`src/rtl/axi_cfg_regfile_fifo.sv`:
```
// -----------------------------------------------------------------------------
// axi_cfg_regfile_fifo
//
// AXI4-Lite configuration/status register file for the expansion-ADC path.
// Holds NUM_CFG read/write config words and NUM_STS read-only status words,
// plus a FIFO_DEPTH-deep command FIFO that is filled through the PUSH register
// and drained to the ADC over AXI-Stream (first-word-fall-through).
//
// Word map (word index = addr[ADDR_WIDTH-1:2]):
//   0x00        ID        RO  {8'hCF, NUM_CFG, NUM_STS, log2(FIFO_DEPTH)}
//   0x01        CTRL/STAT RW  rd: [15:0] level, [16] empty, [17] full,
//                                 [24] overflow (sticky)
//                             wr: bit0 flush, bit24 clear overflow
//   0x02        PUSH      WO  write pushes a command; read = last pushed word
//   0x10+k      CFG[k]    RW  byte-lane writes
//   0x20+k      STS[k]    RO  captured at the AR handshake
//   others                    SLVERR, reads return 0
//
// Ports:
//   aclk, areset          clock, synchronous active-high reset
//   cfg                   config word k on bits [32k+31:32k]
//   status                status word k on bits [32k+31:32k]
//   m_axis_*              command stream to the ADC
//   s_axi_aw*/w*/b*       AXI4-Lite write channels (fully decoupled)
//   s_axi_ar*/r*          AXI4-Lite read channels
// -----------------------------------------------------------------------------
module axi_cfg_regfile_fifo #(
    parameter int NUM_CFG    = 4,
    parameter int NUM_STS    = 2,
    parameter int FIFO_DEPTH = 16,
    parameter int ADDR_WIDTH = 8
) (
    input  logic                    aclk,
    input  logic                    areset,

    output logic [32*NUM_CFG-1:0]   cfg,
    input  logic [32*NUM_STS-1:0]   status,

    output logic [31:0]             m_axis_tdata,
    output logic                    m_axis_tvalid,
    input  logic                    m_axis_tready,

    input  logic [ADDR_WIDTH-1:0]   s_axi_awaddr,
    input  logic [2:0]              s_axi_awprot,
    input  logic                    s_axi_awvalid,
    output logic                    s_axi_awready,

    input  logic [31:0]             s_axi_wdata,
    input  logic [3:0]              s_axi_wstrb,
    input  logic                    s_axi_wvalid,
    output logic                    s_axi_wready,

    output logic [1:0]              s_axi_bresp,
    output logic                    s_axi_bvalid,
    input  logic                    s_axi_bready,

    input  logic [ADDR_WIDTH-1:0]   s_axi_araddr,
    input  logic [2:0]              s_axi_arprot,
    input  logic                    s_axi_arvalid,
    output logic                    s_axi_arready,

    output logic [31:0]             s_axi_rdata,
    output logic [1:0]              s_axi_rresp,
    output logic                    s_axi_rvalid,
    input  logic                    s_axi_rready
);

    localparam int PTR_W = $clog2(FIFO_DEPTH);
    localparam int LVL_W = PTR_W + 1;
    localparam int IDX_W = ADDR_WIDTH - 2;

    localparam logic [IDX_W-1:0] IDX_ID   = IDX_W'(0);
    localparam logic [IDX_W-1:0] IDX_CTRL = IDX_W'(1);
    localparam logic [IDX_W-1:0] IDX_PUSH = IDX_W'(2);
    localparam logic [IDX_W-1:0] IDX_CFG  = IDX_W'(16);
    localparam logic [IDX_W-1:0] IDX_STS  = IDX_W'(32);

    localparam logic [1:0] RESP_OKAY   = 2'b00;
    localparam logic [1:0] RESP_SLVERR = 2'b10;

    localparam logic [31:0] ID_WORD = {8'hCF, 8'(NUM_CFG), 8'(NUM_STS), 8'(PTR_W)};

    // Byte-lane merge for config writes.
    function automatic logic [31:0] merge_bytes(input logic [31:0] old_word,
                                                input logic [31:0] new_word,
                                                input logic [3:0]  strb);
        logic [31:0] res;
        for (int b = 0; b < 4; b++) begin
            res[8*b +: 8] = strb[b] ? new_word[8*b +: 8] : old_word[8*b +: 8];
        end
        return res;
    endfunction

    // Protection bits and the byte offset within a word carry no meaning here.
    logic unused_bits;
    assign unused_bits = ^{s_axi_awprot, s_axi_arprot, s_axi_awaddr[1:0], s_axi_araddr[1:0]};

    // -------------------------------------------------------------------------
    // Storage
    // -------------------------------------------------------------------------
    logic [31:0]      cfg_q [NUM_CFG];
    logic [31:0]      push_q;
    logic             overflow;

    logic [31:0]      mem [FIFO_DEPTH];
    logic [PTR_W-1:0] wr_ptr;
    logic [PTR_W-1:0] rd_ptr;
    logic [LVL_W-1:0] level;
    logic             fifo_full;
    logic             fifo_empty;
    logic             pop_do;

    for (genvar k = 0; k < NUM_CFG; k++) begin : g_cfg_out
        assign cfg[32*k +: 32] = cfg_q[k];
    end

    assign fifo_full     = (level == LVL_W'(FIFO_DEPTH));
    assign fifo_empty    = (level == '0);
    assign m_axis_tvalid = !fifo_empty;
    assign m_axis_tdata  = mem[rd_ptr];
    assign pop_do        = m_axis_tvalid && m_axis_tready;

    // -------------------------------------------------------------------------
    // Write FSM
    // -------------------------------------------------------------------------
    typedef enum logic [1:0] {W_IDLE, W_ADDR, W_DATA, W_RESP} wstate_t;

    wstate_t          wstate;
    wstate_t          wstate_next;
    logic             wr_do;
    logic [IDX_W-1:0] aw_idx_q;
    logic [31:0]      w_data_q;
    logic [3:0]       w_strb_q;
    logic [IDX_W-1:0] wr_idx;
    logic [31:0]      wr_data;
    logic [3:0]       wr_strb;

    always_ff @(posedge aclk) begin
        if (areset) begin
            wstate <= W_IDLE;
        end else begin
            wstate <= wstate_next;
        end
    end

    always_comb begin
        wstate_next = wstate;
        wr_do       = 1'b0;
        case (wstate)
            W_IDLE: begin
                if (s_axi_awvalid && s_axi_wvalid) begin
                    wr_do       = 1'b1;
                    wstate_next = W_RESP;
                end else if (s_axi_awvalid) begin
                    wstate_next = W_ADDR;
                end else if (s_axi_wvalid) begin
                    wstate_next = W_DATA;
                end
            end
            W_ADDR: begin
                if (s_axi_wvalid) begin
                    wr_do       = 1'b1;
                    wstate_next = W_RESP;
                end
            end
            W_DATA: begin
                if (s_axi_awvalid) begin
                    wr_do       = 1'b1;
                    wstate_next = W_RESP;
                end
            end
            W_RESP: begin
                if (s_axi_bready) begin
                    wstate_next = W_IDLE;
                end
            end
            default: wstate_next = W_IDLE;
        endcase
    end

    always_comb begin
        s_axi_awready = (wstate == W_IDLE) || (wstate == W_DATA);
        s_axi_wready  = (wstate == W_IDLE) || (wstate == W_ADDR);
        s_axi_bvalid  = (wstate == W_RESP);
    end

    // Whichever channel arrived first is held here until its partner shows up.
    always_ff @(posedge aclk) begin
        if (s_axi_awvalid && s_axi_awready) begin
            aw_idx_q <= s_axi_awaddr[ADDR_WIDTH-1:2];
        end
        if (s_axi_wvalid && s_axi_wready) begin
            w_data_q <= s_axi_wdata;
            w_strb_q <= s_axi_wstrb;
        end
    end

    assign wr_idx  = (wstate == W_ADDR) ? aw_idx_q : s_axi_awaddr[ADDR_WIDTH-1:2];
    assign wr_data = (wstate == W_DATA) ? w_data_q : s_axi_wdata;
    assign wr_strb = (wstate == W_DATA) ? w_strb_q : s_axi_wstrb;

    // -------------------------------------------------------------------------
    // Write decode
    // -------------------------------------------------------------------------
    logic [1:0]         wr_resp;
    logic               push_do;
    logic               flush_do;
    logic               ovf_clr;
    logic               ovf_set;
    logic [NUM_CFG-1:0] cfg_we;

    always_comb begin
        wr_resp  = RESP_SLVERR;
        push_do  = 1'b0;
        flush_do = 1'b0;
        ovf_clr  = 1'b0;
        ovf_set  = 1'b0;
        cfg_we   = '0;
        if (wr_idx == IDX_CTRL) begin
            wr_resp  = RESP_OKAY;
            flush_do = wr_do && wr_data[0];
            ovf_clr  = wr_do && wr_data[24];
        end else if (wr_idx == IDX_PUSH) begin
            // Partial-strobe pushes are rejected without touching overflow;
            // a full FIFO drops the word even if a pop happens this cycle.
            if (wr_strb == 4'hF) begin
                if (fifo_full) begin
                    ovf_set = wr_do;
                end else begin
                    wr_resp = RESP_OKAY;
                    push_do = wr_do;
                end
            end
        end else begin
            for (int k = 0; k < NUM_CFG; k++) begin
                if (wr_idx == IDX_CFG + IDX_W'(k)) begin
                    wr_resp   = RESP_OKAY;
                    cfg_we[k] = wr_do;
                end
            end
        end
    end

    always_ff @(posedge aclk) begin
        if (areset) begin
            s_axi_bresp <= RESP_OKAY;
            overflow    <= 1'b0;
            push_q      <= '0;
            for (int k = 0; k < NUM_CFG; k++) begin
                cfg_q[k] <= '0;
            end
        end else begin
            if (wr_do) begin
                s_axi_bresp <= wr_resp;
            end
            if (ovf_set) begin
                overflow <= 1'b1;
            end else if (ovf_clr) begin
                overflow <= 1'b0;
            end
            if (push_do) begin
                push_q <= wr_data;
            end
            for (int k = 0; k < NUM_CFG; k++) begin
                if (cfg_we[k]) begin
                    cfg_q[k] <= merge_bytes(cfg_q[k], wr_data, wr_strb);
                end
            end
        end
    end

    // -------------------------------------------------------------------------
    // Command FIFO
    // -------------------------------------------------------------------------
    always_ff @(posedge aclk) begin
        if (areset) begin
            wr_ptr <= '0;
            rd_ptr <= '0;
            level  <= '0;
        end else if (flush_do) begin
            // Flush wins over any pop on the same edge.
            wr_ptr <= '0;
            rd_ptr <= '0;
            level  <= '0;
        end else begin
            if (push_do) begin
                wr_ptr <= wr_ptr + PTR_W'(1);
            end
            if (pop_do) begin
                rd_ptr <= rd_ptr + PTR_W'(1);
            end
            level <= level + LVL_W'(push_do) - LVL_W'(pop_do);
        end
    end

    always_ff @(posedge aclk) begin
        if (push_do) begin
            mem[wr_ptr] <= wr_data;
        end
    end

    // -------------------------------------------------------------------------
    // Read FSM
    // -------------------------------------------------------------------------
    typedef enum logic {R_IDLE, R_DATA} rstate_t;

    rstate_t          rstate;
    rstate_t          rstate_next;
    logic [IDX_W-1:0] rd_idx;
    logic [31:0]      rd_word;
    logic [1:0]       rd_resp;
    logic [31:0]      ctrl_word;

    always_ff @(posedge aclk) begin
        if (areset) begin
            rstate <= R_IDLE;
        end else begin
            rstate <= rstate_next;
        end
    end

    always_comb begin
        rstate_next = rstate;
        case (rstate)
            R_IDLE:  if (s_axi_arvalid) rstate_next = R_DATA;
            R_DATA:  if (s_axi_rready)  rstate_next = R_IDLE;
            default: rstate_next = R_IDLE;
        endcase
    end

    always_comb begin
        s_axi_arready = (rstate == R_IDLE);
        s_axi_rvalid  = (rstate == R_DATA);
    end

    assign rd_idx    = s_axi_araddr[ADDR_WIDTH-1:2];
    assign ctrl_word = {7'd0, overflow, 6'd0, fifo_full, fifo_empty, 16'(level)};

    always_comb begin
        rd_word = '0;
        rd_resp = RESP_SLVERR;
        if (rd_idx == IDX_ID) begin
            rd_word = ID_WORD;
            rd_resp = RESP_OKAY;
        end else if (rd_idx == IDX_CTRL) begin
            rd_word = ctrl_word;
            rd_resp = RESP_OKAY;
        end else if (rd_idx == IDX_PUSH) begin
            rd_word = push_q;
            rd_resp = RESP_OKAY;
        end else begin
            for (int k = 0; k < NUM_CFG; k++) begin
                if (rd_idx == IDX_CFG + IDX_W'(k)) begin
                    rd_word = cfg_q[k];
                    rd_resp = RESP_OKAY;
                end
            end
            for (int k = 0; k < NUM_STS; k++) begin
                if (rd_idx == IDX_STS + IDX_W'(k)) begin
                    rd_word = status[32*k +: 32];
                    rd_resp = RESP_OKAY;
                end
            end
        end
    end

    // Read data is captured at the AR handshake and held until R completes.
    always_ff @(posedge aclk) begin
        if (areset) begin
            s_axi_rdata <= '0;
            s_axi_rresp <= RESP_OKAY;
        end else if (s_axi_arvalid && s_axi_arready) begin
            s_axi_rdata <= rd_word;
            s_axi_rresp <= rd_resp;
        end
    end

endmodule
```
`config.mk`:
```
export PLATFORM = sky130hd
export DESIGN_NAME = axi_cfg_regfile_fifo
export DESIGN_NICKNAME = d
export VERILOG_FILES = /design/src/rtl/axi_cfg_regfile_fifo.sv
export SDC_FILE = /design/constraint.sdc
export NUM_CORES = 1
export LEC_CHECK = 0
export CAP_MARGIN = 20
export CORE_AREA = 3 3 282 284
export CTS_BUF_LIST = sky130_fd_sc_hd__clkbuf_4 sky130_fd_sc_hd__clkbuf_8 sky130_fd_sc_hd__clkbuf_16
export DETAILED_ROUTE_END_ITERATION = 8
export DIE_AREA = 0 0 285 287
export PLACE_DENSITY = 0.71
export SETUP_SLACK_MARGIN = 0.15
export SYNTH_ARGS = -nofsm -noshare
export SYNTH_HDL_FRONTEND = slang
export SYNTH_SLANG_ARGS = --single-unit
```
`constraint.sdc`:
```
create_clock -name aclk -period 4.05 [get_ports aclk]
set_input_delay 0.405 -clock aclk [delete_from_list [all_inputs] [get_ports aclk]]
set_output_delay 0.405 -clock aclk [all_outputs]
set_load 0.1 [all_outputs]
```
# Word-level counts from Yosys, hierarchy flattened
# Memories as Yosys holds them, arrays and structs flattened. A register that Yosys moved wholly into a read port is not among the register bits.
# Index checks and enable logic that the tools add are counted.
[word_totals] ramBits=640 latchBits=0 reg_bits=127 inputBits=130 memories=2 mem_bits_ro=0 word_cells=162 output_inout_bits=202
[mem_list] memory="mem" words=16 width=32 read_ports=1 rd_clocked_by_memory_dff=1 wr=1 line="105" text="logic [31:0] mem [FIFO_DEPTH];"
[mem_list] memory="cfg_q" words=4 width=32 read_ports=4 rd_clocked_by_memory_dff=0 wr=4 line="101" text="logic [31:0] cfg_q [NUM_CFG];"
[classes] mul=0 div_mod_pow=0 shifts=0 n_lt_le_gt_ge=0 n_reduce_logical=16 bitwise_logic=5 mux=99 n_addsub=4 eq_ne=23
[op_table] cell="2-to-1 mux 32 bit" n=14
[op_table] cell="2-to-1 mux 8 bit" n=16
[op_table] cell="== test 6 x 5 -> 1 bit, second input constant" n=8
[op_table] cell="2-to-1 mux 2 bit" n=23
[op_table] cell="2-to-1 mux 1 bit" n=37
[op_table] cell="2-to-1 mux 4 bit" n=5
[op_table] cell="== test 6 x 1 -> 1 bit, second input constant" n=2
[op_table] cell="== test 6 x 2 -> 1 bit, second input constant" n=2
[op_table] cell="== test 6 bit, second input constant" n=2
[op_table] cell="adder 4 x 1 -> 4 bit, second input constant" n=2
[op_table] cell="case mux 2 bit (4 select lines)" n=1
[op_table] cell="logical AND 1 bit" n=7
[op_table] cell="zero test 6 bit" n=1
[op_table] cell="2-to-1 mux 6 bit" n=1
[op_table] cell="adder 5 x 1 -> 5 bit" n=1
[op_table] cell="== test 5 bit, second input constant" n=1
[op_table] cell="zero test 5 bit" n=1
[op_table] cell="subtractor 5 x 1 -> 5 bit" n=1
[op_table] cell="== test 2 bit, second input constant" n=2
[op_table] cell="== test 4 bit, second input constant" n=1
[op_table] cell="!= test 2 bit, second input constant" n=2
[op_table] cell="!= test 4 bit, second input constant" n=1
[op_table] cell="OR 1 bit" n=4
[op_table] cell="AND reduction 4 bit" n=1
[op_table] cell="other kinds (10)" n=11

# Logic depth before layout (Yosys ltp)
# Gate-level depths: netlist (run 1).
[logic_depth] ltp_word=10 ltp_mapped=18 mapped_depth_nobuf=16

# Least setup slack after synthesis (run 1)
# Ideal clock, no wire load.
[synth_timing] path_kind="register -> register" from="reg wstate[1]" to="reg level[4]" n_path_buf=1 arrival_time_ns=3.636 setup_time_ns=0.128 required_time_ns=3.922 path_slack_ns=0.286 synth_period_minus_slack_ns=3.764 path_stages_with_launch=18 cell_sequence="dfxtp_1 inv_1 ha_1 or3_1 a22o_1 a2111o_1 nor2_1 clkbuf_1 inv_1 ha_1 inv_1 ha_1 fa_1 a21oi_1 nor2_1 nor2_1 xnor2_1 nor2_1"
[synth_between] elab_chain_cells=8 word_cells_on_any_way=19 classes_between="add/sub (2); eq/ne (5); mux (9); reduce/logical (3)"
[synth_lines] element="start, declared" line="128" text="wstate_t wstate;"
[synth_lines] element="start signal, assigned" line="142" text="wstate <= wstate_next;"
[synth_lines] element="== test 2 bit, or another cell as far along" line="149, 199, 200"
[synth_lines] element="case mux 1 bit (3 select lines) / 2-to-1 mux 4 bit (equally long branches)" line="149, 200"
[synth_lines] element="2-to-1 mux 1 bit / == test 4 bit (equally long branches)" line="227, 226"
[synth_lines] element="2-to-1 mux 1 bit" line="226" text="if (wr_strb == 4'hF) begin"
[synth_lines] element="2-to-1 mux 1 bit" line="223" text="end else if (wr_idx == IDX_PUSH) begin"
[synth_lines] element="2-to-1 mux 1 bit" line="219" text="if (wr_idx == IDX_CTRL) begin"
[synth_lines] element="adder 5 x 1 -> 5 bit" line="292" text="level <= level + LVL_W'(push_do) - LVL_W'(pop_do);"
[synth_lines] element="subtractor 5 x 1 -> 5 bit" line="292"
[synth_lines] element="end signal, assigned" line="292"
[synth_lines] element="end, declared" line="108" text="logic [LVL_W-1:0] level;"
# Several ways; a longest one is shown, not always the timed one.
# A chain may end at the register's enable or synchronous reset.

# Worst setup path after layout (run 1)
# Same ends and word-level chain as after synthesis.

==> qor.yml, run 1 <==
job:
  drv_cap: 0
setup_path:
  worstSetupStartpointType: "register"
  rrSetupSlack_ns: 0.37
  worstPathArrival_ns: 4.18
  crit_type: "register to register"
  critPathCaptureType: "register"
  worst-path-max-fanout: 17
  worstPathRequired_ns: 4.55
  worstRegToRegCells: 17
floorplan:
  die_h_um: 287
  initial_core_util_pct: 39.8
  core_um2: 77300
  ios: 332
  num_rows: 102
  dieArea_um2: 81800
  die_x_um: 285
detailed_routing:
  drtIter0Drc: 1875
  num_vias: 18134
  drtAntennaViolNets: 0
  vias_per_cell: 5.70
  wl_um: 87400
  firstDrtPassIters: 8
  wl_per_cell_um: 27.5
  drc: 0
grt:
  grt_pass1_wl_um: 128000
  grt_max_degree: 70
  grtUsageTotal_pct: 21.2
  grt_antenna_before_repair: 7
  grt_pass1_vias: 18961
  overflow: 0
clocking:
  numCtsBuffers: 75
  cts_root_buffer: "clkbuf_16"
  clkLatencyLatePin_ns: 0.61
  htreeDepth: 3
  cts_buffer_depth: 3
  clkSlewWorstSetupHoldPaths_ns: 0.06
  ctsHoldBuffers: 0
  clock-sinks: 769
  cts_tree: "yes"
timing:
  fmax_mhz: 271
  slew_viol_final: 0
  final.period_utilization_pct: 91.0
  slew_headroom_pct: 22.9
  min_period_ns: 3.68
  setup_viol_count_final: 0
  holdWs_ns: 0.383
  rsz0062_at_grt: "false"
  fin_setup_tns_ns: 0
  hold_viol: 0
  worst_pin_slew_ns: 1.15
  skew_ns: 0.0281
yosys:
  synth_edf_count: 682
  avgSynthCellArea_um2: 17.9
  ys_types: 62
  synth_flop_cell: "edfxtp_1"
  ys_async_sr_fraction_pct: 0
  ys_warn_count: 0
  synth-seq-area-share_pct: 72.3
  syn_inst: 1715
  synth.cell_area_um2: 30800
  ys_ff_latch: 769
cells_and_area:
  area_delta_synth_final_pct: 24.4
  nNetsFinal: 2228
  layout-drive-gt1-share_pct: 21.4
  layout_common_cells: "682 x edfxtp_1, 284 x clkdlybuf4s50_1, 192 x mux4_2, 165 x nor2_1, 91 x buf_4"
  mostFrequentLayoutCell: "edfxtp_1"
placement:
  io_buffers: 319
  gp_congestion: 0.932
  dpl.hpwl_um: 55900
min_path:
  hold_depth: 2
  hold_path_class: "input pin to register"
power:
  power_leakage_nw: 12.5
  powerDensity_nw_per_um2: 588
  irDropWorstVdd_v: 0.000479
run_status:
  status: "completed"
[path summary, 6_finish.rpt]
| check | start | to |
|---|---|---|
| setup / recovery | wstate[1] | level[4] |
| hold / removal | s_axi_rready | s_axi_rvalid |
| setup reg to reg | wstate[1] | level[4] |
| hold reg to reg | s_axi_rdata[19] | s_axi_rdata[19] |
[report_power, final]
group | switching [W] | internal (W)
Combinational | 0.00391 | 0.00188
Sequential | 0.000214 | 0.00928
Clock | 0.00290 | 0.00431
Total | 0.00702 | 0.0155
[cell type report]
class	instances	area [um2]
Antenna cell	4	10.0
Clock buffer	95	2130
Clock inverter	39	428
Fill cell	6273	39100
Inverter	50	188
Multi-Input combinational cell	785	7990
Sequential cell	769	22200
Tap cell	1040	1300
Timing Repair Buffer	400	3970
[flip-flops by register name, indices dropped and copies added (netlist names), 4 cells and up, named ones only]
register	cells
mem	512
level	5
s_axi_rdata	32
wr_ptr	4
aw_idx_q	6
rd_ptr	4
w_data_q	32
w_strb_q	4
push_q	32
cfg_q	128
[critical path: stages, from the launching register on]
cell      delay [ns]
dfxtp_2         0.33
inv_2           0.06
ha_4            0.19
or3_4           0.42
a22o_4          0.29
a2111o_1        0.45
nor2_4          0.15
buf_6           0.15
inv_1           0.05
ha_1            0.26
inv_1           0.04
ha_1            0.20
fa_1            0.43
a21oi_1         0.17
nor2_1          0.05
nor2_1          0.13
xnor2_1         0.14
nor2_1          0.07
[cell families after synthesis]
| family | share of synthesized area (%) |
|---|---|
| adders and majority gates | 0.716 |
| muxes | 15.3 |
| and+or+nand+nor | 4.61 |
| xor gates and xnor gates | 0.199 |
| buffers and inverters | 2.05 |
| other | 0.0122 |
| AOI/OAI and AO/OA | 4.82 |
| DFF | 72.3 |
[metrics by stage]
stage / total power (W) / util (%) / setup slack, ns / instance area (um2) / instances
2_1_floorplan: 0.0137 / - / 0.286 / 30800 / 1716
3_3_place_gp: 0.0153 / 46.1 / 0.0227 / 35600 / 3043
3_5_place_dp: 0.0155 / 46.1 / 0.00753 / 35600 / 3043
4_1_cts: 0.0226 / 49.4 / 0.162 / 38200 / 3177
5_1_grt: 0.0232 / 49.4 / 0.153 / 38200 / 3178
6_report: 0.0225 / 49.5 / 0.365 / 38300 / 3182
[synthesized netlist by cell type (all sizes together), types with 5 or more instances]
master	n	area [um2]
dfxtp	87	1740
o21bai	18	135
mux4	192	4320
nor2b	5	31.3
inv	50	188
o21ai	39	195
and3	19	119
nand2	28	105
clkbuf	87	327
buf	25	118
o22ai	26	163
nor3b	5	42.5
o31ai	18	135
mux2i	39	390
nor2	169	634
a221oi	28	245
edfxtp	682	20500
nor3	11	55.1
ha	16	200
nand3	42	210
o22a	6	52.6
o31a	6	52.6
a21oi	48	240
[repair_timing]
action / in CTS / in global routing
gates resized for setup: 1 / 10
endpoints found under the setup margin: 1 / 1
buffers inserted: 0 / 1
pin swaps: 0 / 1
[per-layer routing]
layer | track usage (%) | vias to the layer above | share of wire, %
met4 | 8.98 | 4 | 4.3
met1 | 26.3 | 9260 | 37
met5 | 0 | - | 0.033
met2 | 35.1 | 1040 | 48
met3 | 5.89 | 203 | 10
li1 | - | 7627 | -
(Power assumes the default switching activity.)
==> run 2: changes to the inputs <==
Settings changed: CORE_AREA 3 3 282 284 to 2 2 281 283, DIE_AREA 0 0 285 287 to 0 0 283 285.
==> run 2 against run 1 <==
Flip-flop and latch count unchanged. Clock-buffer cell count increased by 2. Sequential share of layout area about the same. Die area decreased by 1.4%. Combinational power about the same. Power about the same. Maximum frequency increased by 0.74%. First-iteration DRC count increased by 19%.
==> qor.yml, run 2 (synthesized netlist as in run 1, its figures left out) <==
setup_path:
  worst-path-max-fanout: 8  # was 17
  cp_num_cells: 17  # unchanged
  critPathMaxStageDelay_ns: 0.44  # was 0.45 ns
  critPathCaptureType: "register"  # unchanged
  worstRegToRegCells: 17  # unchanged
  worstPathArrival_ns: 4.16  # was 4.18 ns
  cpMostUsedCell: "nor2_1"  # unchanged
  path_buf_inv: 4  # unchanged
  crit_type: "register to register"  # unchanged
  cp_cell_sequence: "inv_1 > ha_2 > or3_1 > a22o_1 > a2111o_1 > nor2_1 > buf_4 > inv_1 > ha_1 > inv_1 > ha_1 > fa_1 > a21oi_1 > nor2_1 > nor2_1 > xnor2_1 > nor2_1"  # was inv_2 > ha_4 > or3_4 > a22o_4 > a2111o_1 > nor2_4 > buf_6 > inv_1 > ha_1 > inv_1 > ha_1 > fa_1 > a21oi_1 > nor2_1 > nor2_1 > xnor2_1 > nor2_1
  worstSetupStartpointType: "register"  # unchanged
  worstPathRequired_ns: 4.55  # about the same
  crit_path_top_delay_cell: "fa_1"  # was a2111o_1
  crit_family: "adder cells"  # unchanged
cells_and_area:
  instances_no_fill: 3192  # was 3182
  layout_common_cells: "682 x edfxtp_1, 284 x clkdlybuf4s50_1, 192 x mux4_2, 166 x nor2_1, 91 x buf_4"  # was 682 x edfxtp_1, 284 x clkdlybuf4s50_1, 192 x mux4_2, 165 x nor2_1, 91 x buf_4
  largest_reg_flops: 512  # unchanged
  nFillCells: 6373  # was 6273
  mostFrequentLayoutCell: "edfxtp_1"  # unchanged
  stdcell_area_um2: 38200  # was 38300 um2
  area_delta_synth_final_pct: 24.3  # was 24.4%
  reg_top3: "mem x512, cfg_q x128"  # unchanged
  layout-drive-gt1-share_pct: 21.3  # was 21.4%
  nNetsFinal: 2226  # was 2228
  largest_register: "mem"  # unchanged
clocking:
  cts_tree: "yes"  # unchanged
  clock-sinks: 769  # unchanged
  clkLatencyLatePin_ns: 0.61  # about the same
  cts_buffer_depth: 3  # unchanged
  cts_resized: 0  # was 1
  cts_root_buffer: "clkbuf_16"  # unchanged
  post_cts_buffers: 0  # unchanged
  ctsHoldBuffers: 0  # unchanged
  htreeDepth: 3  # unchanged
  numCtsBuffers: 74  # was 75
  clkSlewWorstSetupHoldPaths_ns: 0.07  # was 0.06 ns
floorplan:
  die_h_um: 285  # was 287 um
  dieArea_um2: 80700  # was 81800 um2
  ios: 332  # unchanged
  initial_core_util_pct: 39.4  # was 39.8%
  die_x_um: 283  # was 285 um
  num_rows: 103  # was 102
  core_um2: 78000  # was 77300 um2
timing:
  setup_viol_count_final: 0  # unchanged
  final.period_utilization_pct: 90.3  # was 91.0%
  worst_pin_slew_ns: 1.12  # was 1.15 ns
  holdWs_ns: 0.336  # was 0.383 ns
  skew_ns: 0.0211  # was 0.0281 ns
  fin_ws_ns: 0.392  # was 0.365 ns
  min_period_ns: 3.66  # was 3.68 ns
  fin_setup_tns_ns: 0  # unchanged
  slew_headroom_pct: 24.8  # was 22.9%
  fmax_mhz: 273  # was 271 MHz
  slew_viol_final: 0  # unchanged
  rsz0062_at_grt: "false"  # unchanged
  hold_viol: 0  # unchanged
detailed_routing:
  wl_um: 88100  # was 87400 um
  drc: 0  # unchanged
  vias_per_cell: 5.66  # was 5.70
  drtIter0Drc: 2233  # was 1875
  drtAntennaViolNets: 0  # unchanged
  wl_per_cell_um: 27.6  # was 27.5 um
  num_vias: 18071  # was 18134
  firstDrtPassIters: 6  # was 8
placement:
  pre_cts_ws_ns: 0.211  # was 0.00753 ns
  io_buffers: 319  # unchanged
  dp.cells: 3053  # was 3043
  dpl.hpwl_um: 56300  # was 55900 um
  dpl_cell_area_um2: 35600  # about the same
  gp_congestion: 0.922  # was 0.932
power:
  powerDensity_nw_per_um2: 588  # about the same
  power_leakage_nw: 12.5  # about the same
  irDropWorstVdd_v: 0.000429  # was 0.000479 V
run_status:
  status: "completed"  # unchanged
min_path:
  hold_path_class: "input pin to register"  # unchanged
  hold_depth: 3  # was 2
grt:
  grt_pass1_wl_um: 128000  # about the same
  grt_antenna_before_repair: 5  # was 7
  overflow: 0  # unchanged
  grt_max_degree: 129  # was 70
  grtUsageTotal_pct: 21.6  # was 21.2%
  grt_pass1_vias: 18883  # was 18961
job:
  drv_cap: 0  # unchanged
run 2: power by group:
part	internal [W]	switching, W
Sequential	0.00928	0.000192
Clock	0.00430	0.00293
Combinational	0.00186	0.00392
Total	0.0154	0.00704
run 2: worst paths after layout:
path / startpoint / end / slack, ns
worst max-delay path: wstate[1] / level[4] / 0.39
worst min-delay path: areset / wstate[1] / 0.34
worst max register to register: wstate[1] / level[4] / 0.39
worst min register to register: s_axi_rdata[28] / s_axi_rdata[28] / 0.46
run 2: through the flow:
step	power (W)	utilization (%)
floorplan	0.0137	-
global placement	0.0153	45.7
detailed placement	0.0154	45.7
CTS	0.0226	49.0
global route	0.0232	49.0
finish	0.0225	49.0
run 2: final cells by class:
type	instances	area [um2]	share of cell area [%]
sequential	769	22200	58.2
multi-input combinational	785	7950	20.8
timing repair buffer	399	3960	10.4
clock buffer	97	2120	5.56
tap	1050	1310	3.44
clock inverter	40	447	1.17
inverter	50	188	0.491
antenna	2	5.00	0.0131
run 2: worst reg2reg max path, stage by stage (launching register included):
cell and delay [ns]:
dfxtp_1 0.33, inv_1 0.08, ha_2 0.21, or3_1 0.42
a22o_1 0.31, a2111o_1 0.38, nor2_1 0.12, buf_4 0.15
inv_1 0.05, ha_1 0.26, inv_1 0.04, ha_1 0.20
fa_1 0.44, a21oi_1 0.17, nor2_1 0.07, nor2_1 0.15
xnor2_1 0.14, nor2_1 0.05
run 2: routing by layer:
metal / routed length [um] / part of all wire [%] / GRT usage [%] / vias to the layer above
li1: - / - / - / 7615
met1: 33100 / 38 / 27.4 / 9282
met2: 43400 / 49 / 36.1 / 992
met3: 8310 / 9.4 / 5.13 / 176
met4: 3240 / 3.7 / 8.58 / 6
met5: 42 / 0.048 / 0 / -
==> run 3: changes to the inputs <==
Settings changed: DONT_BUFFER_PORTS set to 1, PLACE_DENSITY 0.71 to 0.65.
==> run 3 against run 2 <==
Setup slack worse by 0.069 ns. First-iteration DRC count decreased by 22%. Wire length decreased by 3.0%. Largest cell class unchanged. Sequential power is 5.5% higher. Final area fell by 7.3%. Global-route usage shrank 0.75 points. Worst hold slack lost 0.30 ns. Utilization down 3.6 points. Clock-buffer cell count is 1 higher.
==> qor.yml, run 3 (synthesized netlist as in run 1, its figures left out) <==
clocking:
  cts_tree: "yes"  # unchanged
  clock-sinks: 769  # unchanged
  cts_buffer_depth: 3  # unchanged
  clkSlewWorstSetupHoldPaths_ns: 0.06  # was 0.07 ns
  cts_root_buffer: "clkbuf_16"  # unchanged
  htreeDepth: 3  # unchanged
  clkLatencyLatePin_ns: 0.60  # was 0.61 ns
  post_cts_buffers: 0  # unchanged
  numCtsBuffers: 71  # was 74
power:
  irDropWorstVdd_v: 0.000778  # was 0.000429 V
  power.switching_w: 0.00685  # was 0.00704 W
  p_seq_share_pct: 46.5  # was 42.1%
  intPower_w: 0.0147  # was 0.0154 W
  comb_power_share_pct: 22.6  # was 25.7%
  power_leakage_nw: 11.4  # was 12.5 nW
  powerDensity_nw_per_um2: 607  # was 588 nW/um2
  clockPowerShare_pct: 30.9  # was 32.2%
  p_sw_share_pct: 31.9  # was 31.3%
grt:
  overflow: 0  # unchanged
  grt_pass1_vias: 17524  # was 18883
  grt_max_degree: 54  # was 129
  grt_antenna_before_repair: 3  # was 5
  grtUsageTotal_pct: 20.9  # was 21.6%
  grt_pass1_wl_um: 123000  # was 128000 um
floorplan:
  ios: 332  # unchanged
  die_h_um: 285  # unchanged
  initial_core_util_pct: 39.4  # unchanged
  dieArea_um2: 80700  # unchanged
  num_rows: 103  # unchanged
  die_x_um: 283  # unchanged
  core_um2: 78000  # unchanged
timing:
  slew_viol_final: 0  # unchanged
  rsz0062_at_grt: "false"  # unchanged
  setup_viol_count_final: 0  # unchanged
  skew_ns: 0.0170  # was 0.0211 ns
  min_period_ns: 3.73  # was 3.66 ns
  slew_headroom_pct: 25.7  # was 24.8%
  final.period_utilization_pct: 92.0  # was 90.3%
  fin_setup_tns_ns: 0  # unchanged
  worst_pin_slew_ns: 1.11  # was 1.12 ns
  hold_viol: 0  # unchanged
  fmax_mhz: 268  # was 273 MHz
cells_and_area:
  largest_register: "mem"  # unchanged
  multi_input_area_um2: 7970  # was 7950 um2
  mostFrequentLayoutCell: "edfxtp_1"  # unchanged
  final_util_pct: 45.4  # was 49.0%
  nNetsFinal: 1956  # was 2226
  layout-drive-gt1-share_pct: 22.3  # was 21.3%
  largest_reg_flops: 512  # unchanged
  area_delta_synth_final_pct: 15.2  # was 24.3%
  seqCellArea_um2: 22200  # about the same
  layout_common_cells: "682 x edfxtp_1, 192 x mux4_2, 165 x nor2_1, 84 x dfxtp_1, 74 x clkbuf_16"  # was 682 x edfxtp_1, 284 x clkdlybuf4s50_1, 192 x mux4_2, 166 x nor2_1, 91 x buf_4
  reg_top3: "mem x512, cfg_q x128"  # unchanged
  nFillCells: 6591  # was 6373
detailed_routing:
  drtIter0Drc: 1736  # was 2233
  wl_um: 85400  # was 88100 um
  drtAntennaViolNets: 0  # unchanged
  firstDrtPassIters: 6  # unchanged
  drc: 0  # unchanged
  vias_per_cell: 5.86  # was 5.66
  num_vias: 17094  # was 18071
  wl_per_cell_um: 29.3  # was 27.6 um
setup_path:
  worstPathRequired_ns: 4.54  # was 4.55 ns
  critPathCaptureType: "register"  # unchanged
  worstSetupStartpointType: "register"  # unchanged
  worst-path-max-fanout: 6  # was 8
  crit_type: "register to register"  # unchanged
  worstPathArrival_ns: 4.22  # was 4.16 ns
run_status:
  status: "completed"  # unchanged
placement:
  io_buffers: 0  # was 319
  dpl.hpwl_um: 53400  # was 56300 um
  gp_congestion: 0.908  # was 0.922
job:
  drv_cap: 0  # unchanged
min_path:
  hold_path_class: "input pin to register"  # unchanged
[run 3: changes by cell type in the layout (fill, tap and decap cells not counted), sizes merged]
cell,change
clkbuf,+1
buf,-29
bufinv,-5
dlygate4sd3,+46
clkdlybuf4s50,-284
clkinv,-6
[run 3: final cells by class]
type                            instances  area share, %
Tap cell                             1050           3.71
Antenna cell                            2         0.0141
Inverter                               50          0.530
Multi-Input combinational cell        785           22.5
Clock inverter                         29          0.717
Sequential cell                       769           62.7
Clock buffer                           98           5.81
Timing Repair Buffer                  132           3.99
[run 3: repair_timing]
| item | in CTS | in global routing |
|---|---|---|
| setup endpoints to repair | 0 | 1 |
| gates resized for setup | 0 | 1 |
| endpoints found under the hold margin | 96 | 0 |
| hold buffers | 47 | 0 |
[run 3: worst paths after layout]
kind	from	to	slack (ns)	cells after the start
max	wstate[1]	level[4]	0.32	16
min	status[54]	s_axi_rdata[22]	0.04	2
max reg2reg	wstate[1]	level[4]	0.32	16
min reg2reg	push_q[23]	push_q[23]	0.49	2
[run 3: metrics by stage]
stage | hold slack, ns | std cells | total power [W] | cell area (um2) | worst slack [ns]
floorplan | 0.450 | 1716 | 0.0137 | 30800 | 0.286
global placement | 0.464 | 2739 | 0.0149 | 32600 | 0.226
detailed placement | 0.469 | 2739 | 0.0150 | 32600 | 0.212
CTS | 0.0110 | 2913 | 0.0216 | 35400 | 0.201
global route | 0.0434 | 2914 | 0.0222 | 35400 | 0.172
finish | 0.0409 | 2915 | 0.0215 | 35400 | 0.323
[run 3: worst max-delay path, stage by stage (launching register included)]
cell,delay (ns)
dfxtp_1,0.33
inv_1,0.08
ha_1,0.26
or3_1,0.45
a22o_1,0.32
a2111o_1,0.40
nor2_2,0.26
inv_1,0.07
ha_1,0.27
inv_1,0.04
ha_1,0.20
fa_1,0.44
a21oi_1,0.16
nor2_1,0.06
nor2_1,0.11
xnor2_1,0.12
nor2_1,0.05
[run 3: power groups by stage]
stage	combinational (W)	clock (W)	sequential, W
after floorplan	0.00371	0	0.0100
after detailed placement	0.00483	0	0.0102
after global routing	0.00514	0.00703	0.0100
final	0.00486	0.00665	0.00999
after global placement	0.00472	0	0.0102
after CTS	0.00490	0.00674	0.0100
[run 3: metal layers]
| metal | track usage [%] | routed length, um |
|---|---|---|
| met5 | 0 | 0 |
| met1 | 25.9 | 31100 |
| met2 | 34.3 | 41300 |
| met3 | 5.79 | 9100 |
| met4 | 9.55 | 3910 |
